**src/rtl/rvm_axi4_mem_ctrl_pkg.sv**
```systemverilog
// Shared types and constants for the rvm_core AXI4-lite memory controller.
package rvm_axi4_mem_ctrl_pkg;

  localparam int unsigned DATA_W = 32;
  localparam int unsigned STRB_W = DATA_W / 8;

  localparam logic [1:0] AXI_RESP_OKAY = 2'b00;
  localparam logic [2:0] AXI_SIZE_WORD = 3'b010;

  typedef enum logic [2:0] {
    ST_IDLE    = 3'd0,
    ST_RD_ADDR = 3'd1,
    ST_RD_DATA = 3'd2,
    ST_WR_REQ  = 3'd3,
    ST_WR_RESP = 3'd4,
    ST_DONE    = 3'd5
  } state_e;

  // Write payload captured when the core request is accepted
  typedef struct packed {
    logic [DATA_W-1:0] wdata;
    logic [STRB_W-1:0] b_en;
  } wr_req_t;

  function automatic logic is_misaligned(input logic [1:0] addr_lsb);
    return addr_lsb != 2'b00;
  endfunction

endpackage

```
**src/rtl/rvm_axi4_wr_chan.sv**
```systemverilog
// AW/W dual-handshake tracker: raises both VALIDs on start and drops each
// independently after its own handshake; done_c flags that both have completed.
module rvm_axi4_wr_chan (
  input  logic clk,
  input  logic reset,
  input  logic start,
  input  logic aw_ready,
  input  logic w_ready,
  output logic aw_valid,
  output logic w_valid,
  output logic done_c
);

  logic aw_done;
  logic w_done;
  logic aw_hs_c;
  logic w_hs_c;

  assign aw_hs_c = aw_valid && aw_ready;
  assign w_hs_c  = w_valid && w_ready;
  // Counts a handshake in the current cycle so simultaneous AW/W completion is seen at once
  assign done_c  = (aw_done || aw_hs_c) && (w_done || w_hs_c);

  always_ff @(posedge clk) begin
    if (reset) begin
      aw_valid <= 1'b0;
      w_valid  <= 1'b0;
      aw_done  <= 1'b0;
      w_done   <= 1'b0;
    end else if (start) begin
      aw_valid <= 1'b1;
      w_valid  <= 1'b1;
      aw_done  <= 1'b0;
      w_done   <= 1'b0;
    end else begin
      if (aw_hs_c) begin
        aw_valid <= 1'b0;
        aw_done  <= 1'b1;
      end
      if (w_hs_c) begin
        w_valid <= 1'b0;
        w_done  <= 1'b1;
      end
    end
  end

endmodule

```
**src/rtl/rvm_axi4_mem_ctrl.sv**
```systemverilog
// Sequencing bridge from rvm_core's SRAM-style port to an AXI4-lite master, one transaction at a time.
// Define RVM_AXI_ERR_CAPTURE_EN to add the sticky err_valid/err_addr/err_clear error capture ports.
module rvm_axi4_mem_ctrl
  import rvm_axi4_mem_ctrl_pkg::*;
#(
  parameter int unsigned ADDR_W      = 32,
  parameter int unsigned ALIGN_CHECK = 1
) (
  input  logic              clk,
  input  logic              reset,
  input  logic [ADDR_W-1:0] mem_addr,
  input  logic [DATA_W-1:0] mem_wdata,
  input  logic              mem_c_en,
  input  logic              mem_w_en,
  input  logic [STRB_W-1:0] mem_b_en,
  output logic [DATA_W-1:0] mem_rdata,
  output logic              mem_error,
  output logic              mem_stall,
`ifdef RVM_AXI_ERR_CAPTURE_EN
  output logic              err_valid,
  output logic [ADDR_W-1:0] err_addr,
  input  logic              err_clear,
`endif
  output logic [ADDR_W-1:0] M_AXI_ARADDR,
  output logic [2:0]        M_AXI_ARSIZE,
  output logic              M_AXI_ARVALID,
  input  logic              M_AXI_ARREADY,
  input  logic [DATA_W-1:0] M_AXI_RDATA,
  input  logic [1:0]        M_AXI_RRESP,
  input  logic              M_AXI_RVALID,
  output logic              M_AXI_RREADY,
  output logic [ADDR_W-1:0] M_AXI_AWADDR,
  output logic [2:0]        M_AXI_AWSIZE,
  output logic              M_AXI_AWVALID,
  input  logic              M_AXI_AWREADY,
  output logic [DATA_W-1:0] M_AXI_WDATA,
  output logic [STRB_W-1:0] M_AXI_WSTRB,
  output logic              M_AXI_WVALID,
  input  logic              M_AXI_WREADY,
  input  logic [1:0]        M_AXI_BRESP,
  input  logic              M_AXI_BVALID,
  output logic              M_AXI_BREADY
);

  state_e            state;
  state_e            next_state;
  logic [ADDR_W-1:0] addr_q;
  wr_req_t           wr_req_q;
  logic              ar_valid_q, r_ready_q, b_ready_q;
  logic [DATA_W-1:0] rdata_q;
  logic              error_q;
  logic              ar_valid_d, r_ready_d, b_ready_d;
  logic [DATA_W-1:0] rdata_d;
  logic              error_d;
  logic              wr_start_c;
  logic              wr_done_c;
  logic              accept_c;
  logic              misaligned_c;

  assign accept_c     = (state == ST_IDLE) && mem_c_en;
  assign misaligned_c = (ALIGN_CHECK != 0) && is_misaligned(mem_addr[1:0]);

  always_ff @(posedge clk) begin
    if (reset) state <= ST_IDLE;
    else       state <= next_state;
  end

  always_comb begin
    next_state = state;
    unique case (state)
      ST_IDLE: begin
        if (mem_c_en) begin
          if (misaligned_c)  next_state = ST_DONE;
          else if (mem_w_en) next_state = ST_WR_REQ;
          else               next_state = ST_RD_ADDR;
        end
      end
      ST_RD_ADDR: if (M_AXI_ARREADY) next_state = ST_RD_DATA;
      ST_RD_DATA: if (M_AXI_RVALID)  next_state = ST_DONE;
      ST_WR_REQ:  if (wr_done_c)     next_state = ST_WR_RESP;
      ST_WR_RESP: if (M_AXI_BVALID)  next_state = ST_DONE;
      ST_DONE:                       next_state = ST_IDLE;
      default:                       next_state = ST_IDLE;
    endcase
  end

  // Next-cycle values of the registered outputs, derived from the upcoming state
  always_comb begin
    ar_valid_d = (next_state == ST_RD_ADDR);
    r_ready_d  = (next_state == ST_RD_DATA);
    b_ready_d  = (next_state == ST_WR_RESP);
    wr_start_c = (state == ST_IDLE) && (next_state == ST_WR_REQ);
    rdata_d    = rdata_q;
    error_d    = error_q;
    if (accept_c) begin
      error_d = misaligned_c;
    end else if ((state == ST_RD_DATA) && M_AXI_RVALID) begin
      rdata_d = M_AXI_RDATA;
      error_d = (M_AXI_RRESP != AXI_RESP_OKAY);
    end else if ((state == ST_WR_RESP) && M_AXI_BVALID) begin
      error_d = (M_AXI_BRESP != AXI_RESP_OKAY);
    end
  end

  always_ff @(posedge clk) begin
    if (reset) begin
      ar_valid_q <= 1'b0;
      r_ready_q  <= 1'b0;
      b_ready_q  <= 1'b0;
      rdata_q    <= '0;
      error_q    <= 1'b0;
    end else begin
      ar_valid_q <= ar_valid_d;
      r_ready_q  <= r_ready_d;
      b_ready_q  <= b_ready_d;
      rdata_q    <= rdata_d;
      error_q    <= error_d;
    end
  end

  // Request held for the whole AXI transaction, independent of the core's inputs
  always_ff @(posedge clk) begin
    if (reset) begin
      addr_q   <= '0;
      wr_req_q <= '0;
    end else if (accept_c) begin
      addr_q         <= mem_addr;
      wr_req_q.wdata <= mem_wdata;
      wr_req_q.b_en  <= mem_b_en;
    end
  end

  rvm_axi4_wr_chan u_wr_chan (
    .clk      (clk),
    .reset    (reset),
    .start    (wr_start_c),
    .aw_ready (M_AXI_AWREADY),
    .w_ready  (M_AXI_WREADY),
    .aw_valid (M_AXI_AWVALID),
    .w_valid  (M_AXI_WVALID),
    .done_c   (wr_done_c)
  );

  assign mem_stall     = mem_c_en && (state != ST_DONE);
  assign mem_rdata     = rdata_q;
  assign mem_error     = error_q;
  assign M_AXI_ARADDR  = addr_q;
  assign M_AXI_ARSIZE  = AXI_SIZE_WORD;
  assign M_AXI_ARVALID = ar_valid_q;
  assign M_AXI_RREADY  = r_ready_q;
  assign M_AXI_AWADDR  = addr_q;
  assign M_AXI_AWSIZE  = AXI_SIZE_WORD;
  assign M_AXI_WDATA   = wr_req_q.wdata;
  assign M_AXI_WSTRB   = wr_req_q.b_en;
  assign M_AXI_BREADY  = b_ready_q;

`ifdef RVM_AXI_ERR_CAPTURE_EN
  logic              err_event_c;
  logic [ADDR_W-1:0] err_src_c;

  // Misaligned errors complete straight from IDLE, before addr_q is loaded
  assign err_event_c = error_d && (next_state == ST_DONE) && (state != ST_DONE);
  assign err_src_c   = (state == ST_IDLE) ? mem_addr : addr_q;

  always_ff @(posedge clk) begin
    if (reset) begin
      err_valid <= 1'b0;
      err_addr  <= '0;
    end else begin
      err_valid <= err_event_c || (err_valid && !err_clear);
      if (err_event_c && (!err_valid || err_clear)) err_addr <= err_src_c;
    end
  end
`endif

endmodule

```
**config.mk**
```make
export PLATFORM = sky130hd
export DESIGN_NAME = rvm_axi4_mem_ctrl
export DESIGN_NICKNAME = d
export VERILOG_FILES = /design/src/rtl/rvm_axi4_mem_ctrl_pkg.sv /design/src/rtl/rvm_axi4_wr_chan.sv /design/src/rtl/rvm_axi4_mem_ctrl.sv
export SDC_FILE = /design/constraint.sdc
export NUM_CORES = 1
export LEC_CHECK = 0
export CAP_MARGIN = 20
export CORE_MARGIN = 4
export CORE_UTILIZATION = 34
export DETAILED_ROUTE_END_ITERATION = 7
export PLACE_DENSITY = 0.81
export SYNTH_ARGS = -nofsm -noshare
export SYNTH_HDL_FRONTEND = slang
export SYNTH_HIERARCHICAL = 1
export SYNTH_SLANG_ARGS = --single-unit
```
**constraint.sdc**
```tcl
create_clock -name clk -period 1.53 [get_ports clk]
set_clock_uncertainty 0.15 [all_clocks]
set_input_delay 0.153 -clock clk [delete_from_list [all_inputs] [get_ports clk]]
set_output_delay 0.153 -clock clk [all_outputs]
set_load 0.1 [all_outputs]
```
# Yosys cells after proc, flatten, opt, wreduce, memory -nomap -nowiden
# Cells that the tools add are included.
# op_classes
bitwise_logic,1
reduce_logical,19
mux,15
n_eq_ne,9
# ops
op,count
2-to-1 mux 3 bit,6
one-hot mux 3 bit (5 select lines),1
equality test 3 x 2 -> 1 bit (second input constant),4
nonzero test 2 bit,5
logical AND 1 bit,8
2-to-1 mux 1 bit,7
equality test 3 x 1 -> 1 bit (second input constant),2
equality test 3 bit (second input constant),2
logical NOT 3 bit,1
inequality test 3 bit (second input constant),1
nonzero test 3 bit,1
logical OR 1 bit,2
2-to-1 mux 2 bit,1
AND reduction 2 bit,1
OR reduction 2 bit,1
NOT 1 bit,1
# word_totals
wordCells,57
out_inout_bits,145
regBits,111
inputBits,113

# Depth between registers and ports, before layout
# depth
depth_word,8
depth_mapped,7
mapped_depth_nobuf,6

# Cells and area by module
# The synthesis kept the hierarchy.
# modules_own_cells
mod,seq_area_each_um2,cells_per_inst,instances,area_per_inst_um2
rvm_axi4_mem_ctrl,2142.1,521,1,4142.7
rvm_axi4_wr_chan,80.1,14,1,130.1

# Worst setup path after synthesis
# Ideal clock, no wire load.
# synth_timing
path_kind,register to register
start,register u_wr_chan.w_valid
end,register ar_valid_q (netlist: M_AXI_ARVALID)
t_required_ns,1.289
stages_incl_launch_ff,7
arrival_ns,1.916
setup_ns,0.091
n_path_buf,0
path_slack_ns,-0.628
cell_sequence,dfxtp_1 a21oi_1 nor2_1 mux2_2 mux2i_1 a21oi_1 nor4bb_1
# synth_via
elab_chain_cells,6
# synth_rtl
item,line,text
"start, declared",rvm_axi4_wr_chan.sv:10,"output logic w_valid,"
"start signal, assigned",rvm_axi4_wr_chan.sv:27,w_valid <= 1'b0;
"start signal, assigned",rvm_axi4_wr_chan.sv:32,w_valid <= 1'b1;
"start signal, assigned",rvm_axi4_wr_chan.sv:41,w_valid <= 1'b0;
logical AND 1 bit,rvm_axi4_wr_chan.sv:20,assign w_hs_c = w_valid && w_ready;
logical OR 1 bit,rvm_axi4_wr_chan.sv:22,assign done_c = (aw_done || aw_hs_c) && (w_done || w_hs_c);
logical AND 1 bit,rvm_axi4_wr_chan.sv:22,
via wr_done_c,rvm_axi4_mem_ctrl.sv:56,logic wr_done_c;
2-to-1 mux 3 bit,rvm_axi4_mem_ctrl.sv:80,ST_WR_REQ: if (wr_done_c) next_state = ST_WR_RESP;
one-hot mux 3 bit (5 select lines),rvm_axi4_mem_ctrl.sv:70,unique case (state)
equality test 3 x 1 -> 1 bit,rvm_axi4_mem_ctrl.sv:89,ar_valid_d = (next_state == ST_RD_ADDR);
"end signal, assigned",rvm_axi4_mem_ctrl.sv:113,ar_valid_q <= ar_valid_d;
"end, declared",rvm_axi4_mem_ctrl.sv:49,"logic ar_valid_q, r_ready_q, b_ready_q;"
# The timed path passes the listed nets, and every way through them passes these cells.
# A chain may end at the register's enable or synchronous reset.

# Worst setup path after layout
# layout_timing
start,register state[0]
end,register wr_req_q (netlist bit M_AXI_WDATA[1])
# layout_via
elab_chain_cells,2
# layout_rtl
item,line,text
"start, declared",rvm_axi4_mem_ctrl.sv:45,state_e state;
"start signal, assigned",rvm_axi4_mem_ctrl.sv:65,else state <= next_state;
logical NOT 3 bit,rvm_axi4_mem_ctrl.sv:60,assign accept_c = (state == ST_IDLE) && mem_c_en;
logical AND 1 bit,rvm_axi4_mem_ctrl.sv:60,
"end, declared",rvm_axi4_mem_ctrl.sv:48,wr_req_t wr_req_q;
# Every way passes these cells.

==> impl_metrics.ini <==
[outcome]
status = finished, violations left
violations = setup timing

[sta]
slew_headroom_pct = 63.0
hold_viol = 0
rsz0062_at_grt = yes
clock.fmax_mhz = 563
worst_pin_slew_ns = 0.555
tns_ns = -13.19
period_share_pct = 116
maxSlewViolCount = 0
setup_viol_count_final = 111
finalCriticalPeriod_ns = 1.78
fin_ws_ns = -0.246

[critical_path]
critPathRequiredTime_ns = 1.65
path_depth = 8
crit_path_end = M_AXI_WDATA[1]
r2r_end = M_AXI_WDATA[1]
timing.rr.start = state[0]
path_class = reg -> reg
crit_top_cell = buf_6
crit_path_end_kind = register
r2r_slack_ns = -0.25
crit_arrival_ns = 1.90
crit_family = buffers and inverters
critPathLaunch = state[0]
path_cells = buf_6 > buf_6 > nor4b_4 > buf_4 > buf_12 > clkbuf_16 > nand2_1 > a21oi_1
critPathMaxFanout = 8
worst_path_largest_cell_delay_ns = 0.33
worst-path-buf-inv = 5
worst-r2r-cell-count = 8
slowest_stage = dfxtp_2
worstSetupStartpointType = register

[floorplan]
start_util_pct = 35.1
die_h_um = 120
die_w_um = 120
ios = 258
die-area_um2 = 14400
core_um2 = 12200
row_count = 40

[clocking]
cts_root_buffer = clkbuf_16
cts_tree = done
clk_path_buf_depth = 2
clock_latency_ns = 0.34
cts_buffers = 9
clk_pin_slew_ns = 0.07
cts_hold_buf = 0
cts_sinks = 111
htree_levels = 3

[pwr]
power_w = 0.0108
p_leak_nw = 3.88
power_density_nw_per_um2 = 1090
ir_worst_vdd_mv = 0.815

[cells_and_area]
fin_nets = 892
synthToLayoutAreaGrowth_pct = 132
num_antenna_cells = 0
finalNonFillerCells = 951
drive_above_1_share_pct = 55.0
fin_area_um2 = 9910
post-route-util_pct = 81.5

[synthesis]
seq_area_frac_synth_pct = 52.0
yosysMostFrequentCell = nand2_1
synth.largest_area_cell = dfxtp_1
async_reset_ff_share_pct = 0
synthTopCellsByArea = dfxtp_1 52%, nand2_1 18%, a21oi_1 13%
avgSynthCellArea_um2 = 7.99
postSynthCellCount = 535
ys_ff_latch = 111
yosysTopAreaCellShare_pct = 52.0
syn_area_um2 = 4270
synthDistinctLibCells = 28
synth_commonest_cells = 202 x nand2_1, 111 x dfxtp_1, 107 x a21oi_1
synthFlopType = dfxtp_1
synth_edf_count = 0
ys.warnings.count = 6

[routing]
viasPerCell = 4.94
drt-pass1-iter-count = 4
drc = 0
ant_nets = 0
totalWireLength_um = 18600
wl_per_cell_um = 19.5
initialDrtViolationCount = 190
vias = 4696

[global_route]
grt_use_total_pct = 22.2
antenna_found_initial = 0
grt_pass1_vias = 4618
grt_max_degree = 39
grt-ovfl-total = 0
grt_first_pass_wirelength_um = 25000

[place]
place_area_um2 = 8280
hpwl_um = 11400
placed_cells = 911
io_buffer_count = 251
place_congestion = 0.833

[job]
max_cap_violations = 0

[worst_hold_path]
hp-class = in -> reg
[sequential cells by signal (all words and copies together) (netlist names)]
signal              cells
M_AXI_ARVALID           1
M_AXI_RREADY            1
M_AXI_BREADY            1
M_AXI_WSTRB             4
u_wr_chan/aw_valid      1
mem_rdata              32
u_wr_chan/w_valid       1
M_AXI_ARADDR           32
state                   3
mem_error               1
u_wr_chan/w_done        1
M_AXI_WDATA            32
u_wr_chan/aw_done       1
[what timing repair did]
action,in CTS,in global routing
hold endpoints to repair,0,0
gates resized for setup,100,179
pin swaps,41,86
cloned,8,4
setup endpoints to repair,85,111
buffers inserted,14,3
[through the flow]
| stage | hold WS [ns] | setup slack (ns) |
|---|---|---|
| 2_1_floorplan | 0.0624 | -0.171 |
| 3_3_place_gp | 0.325 | -0.422 |
| 3_5_place_dp | 0.331 | -0.451 |
| 4_1_cts | 0.109 | -0.173 |
| 5_1_grt | 0.154 | -0.322 |
| 6_report | 0.137 | -0.246 |
[report_power, final]
part | total, W | switching [W] | internal (W)
Sequential | 0.00341 | 0.000296 | 0.00312
Combinational | 0.00514 | 0.00313 | 0.00201
Clock | 0.00226 | 0.00103 | 0.00123
[worst min path at each step]
stage                        start                  to  slack [ns]  depth (start not counted)
global route                 reset     M_AXI_ARADDR[9]        0.15                          2
floorplan                    reset  u_wr_chan/aw_valid        0.06                          1
CTS                          reset            state[0]        0.11                          2
global placement    M_AXI_WDATA[1]      M_AXI_WDATA[1]        0.32                          2
finish                       reset     M_AXI_ARADDR[9]        0.14                          2
detailed placement  M_AXI_WSTRB[2]      M_AXI_WSTRB[2]        0.33                          2
[cell usage in the layout (no fill, tap or decap), drive strengths merged, types with 4 or more instances in the layout]
cell type	instances
nand2	202
nor2	9
nor3	4
buf	189
conb	6
a21oi	107
clkbuf	19
dfxtp	111
clkdlybuf4s50	111
[per-layer routing]
| layer | track usage, % | part of all wire, % |
|---|---|---|
| met4 | 11.2 | 3.6 |
| met3 | 5.61 | 6.6 |
| met5 | 0 | 0 |
| met1 | 23.0 | 36 |
| met2 | 41.1 | 54 |
[final cells by class]
| class | count | area (um^2) |
|---|---|---|
| inverters | 3 | 13.8 |
| well taps | 168 | 210 |
| fillers | 646 | 2250 |
| clock buffers | 15 | 278 |
| repair buffers | 304 | 4680 |
| flip-flops and latches | 111 | 2270 |
| multi-input cells | 350 | 2450 |
[cell families after synthesis]
kind of cell | synth area share, %
multiplexers | 0.966
AO/OA/AOI/OAI | 13.8
other | 0.176
AND/OR/NAND/NOR | 21.9
buffers and inverters | 11.2
flip-flops | 52.0
Note: power is estimated with default switching activity, not from simulation.
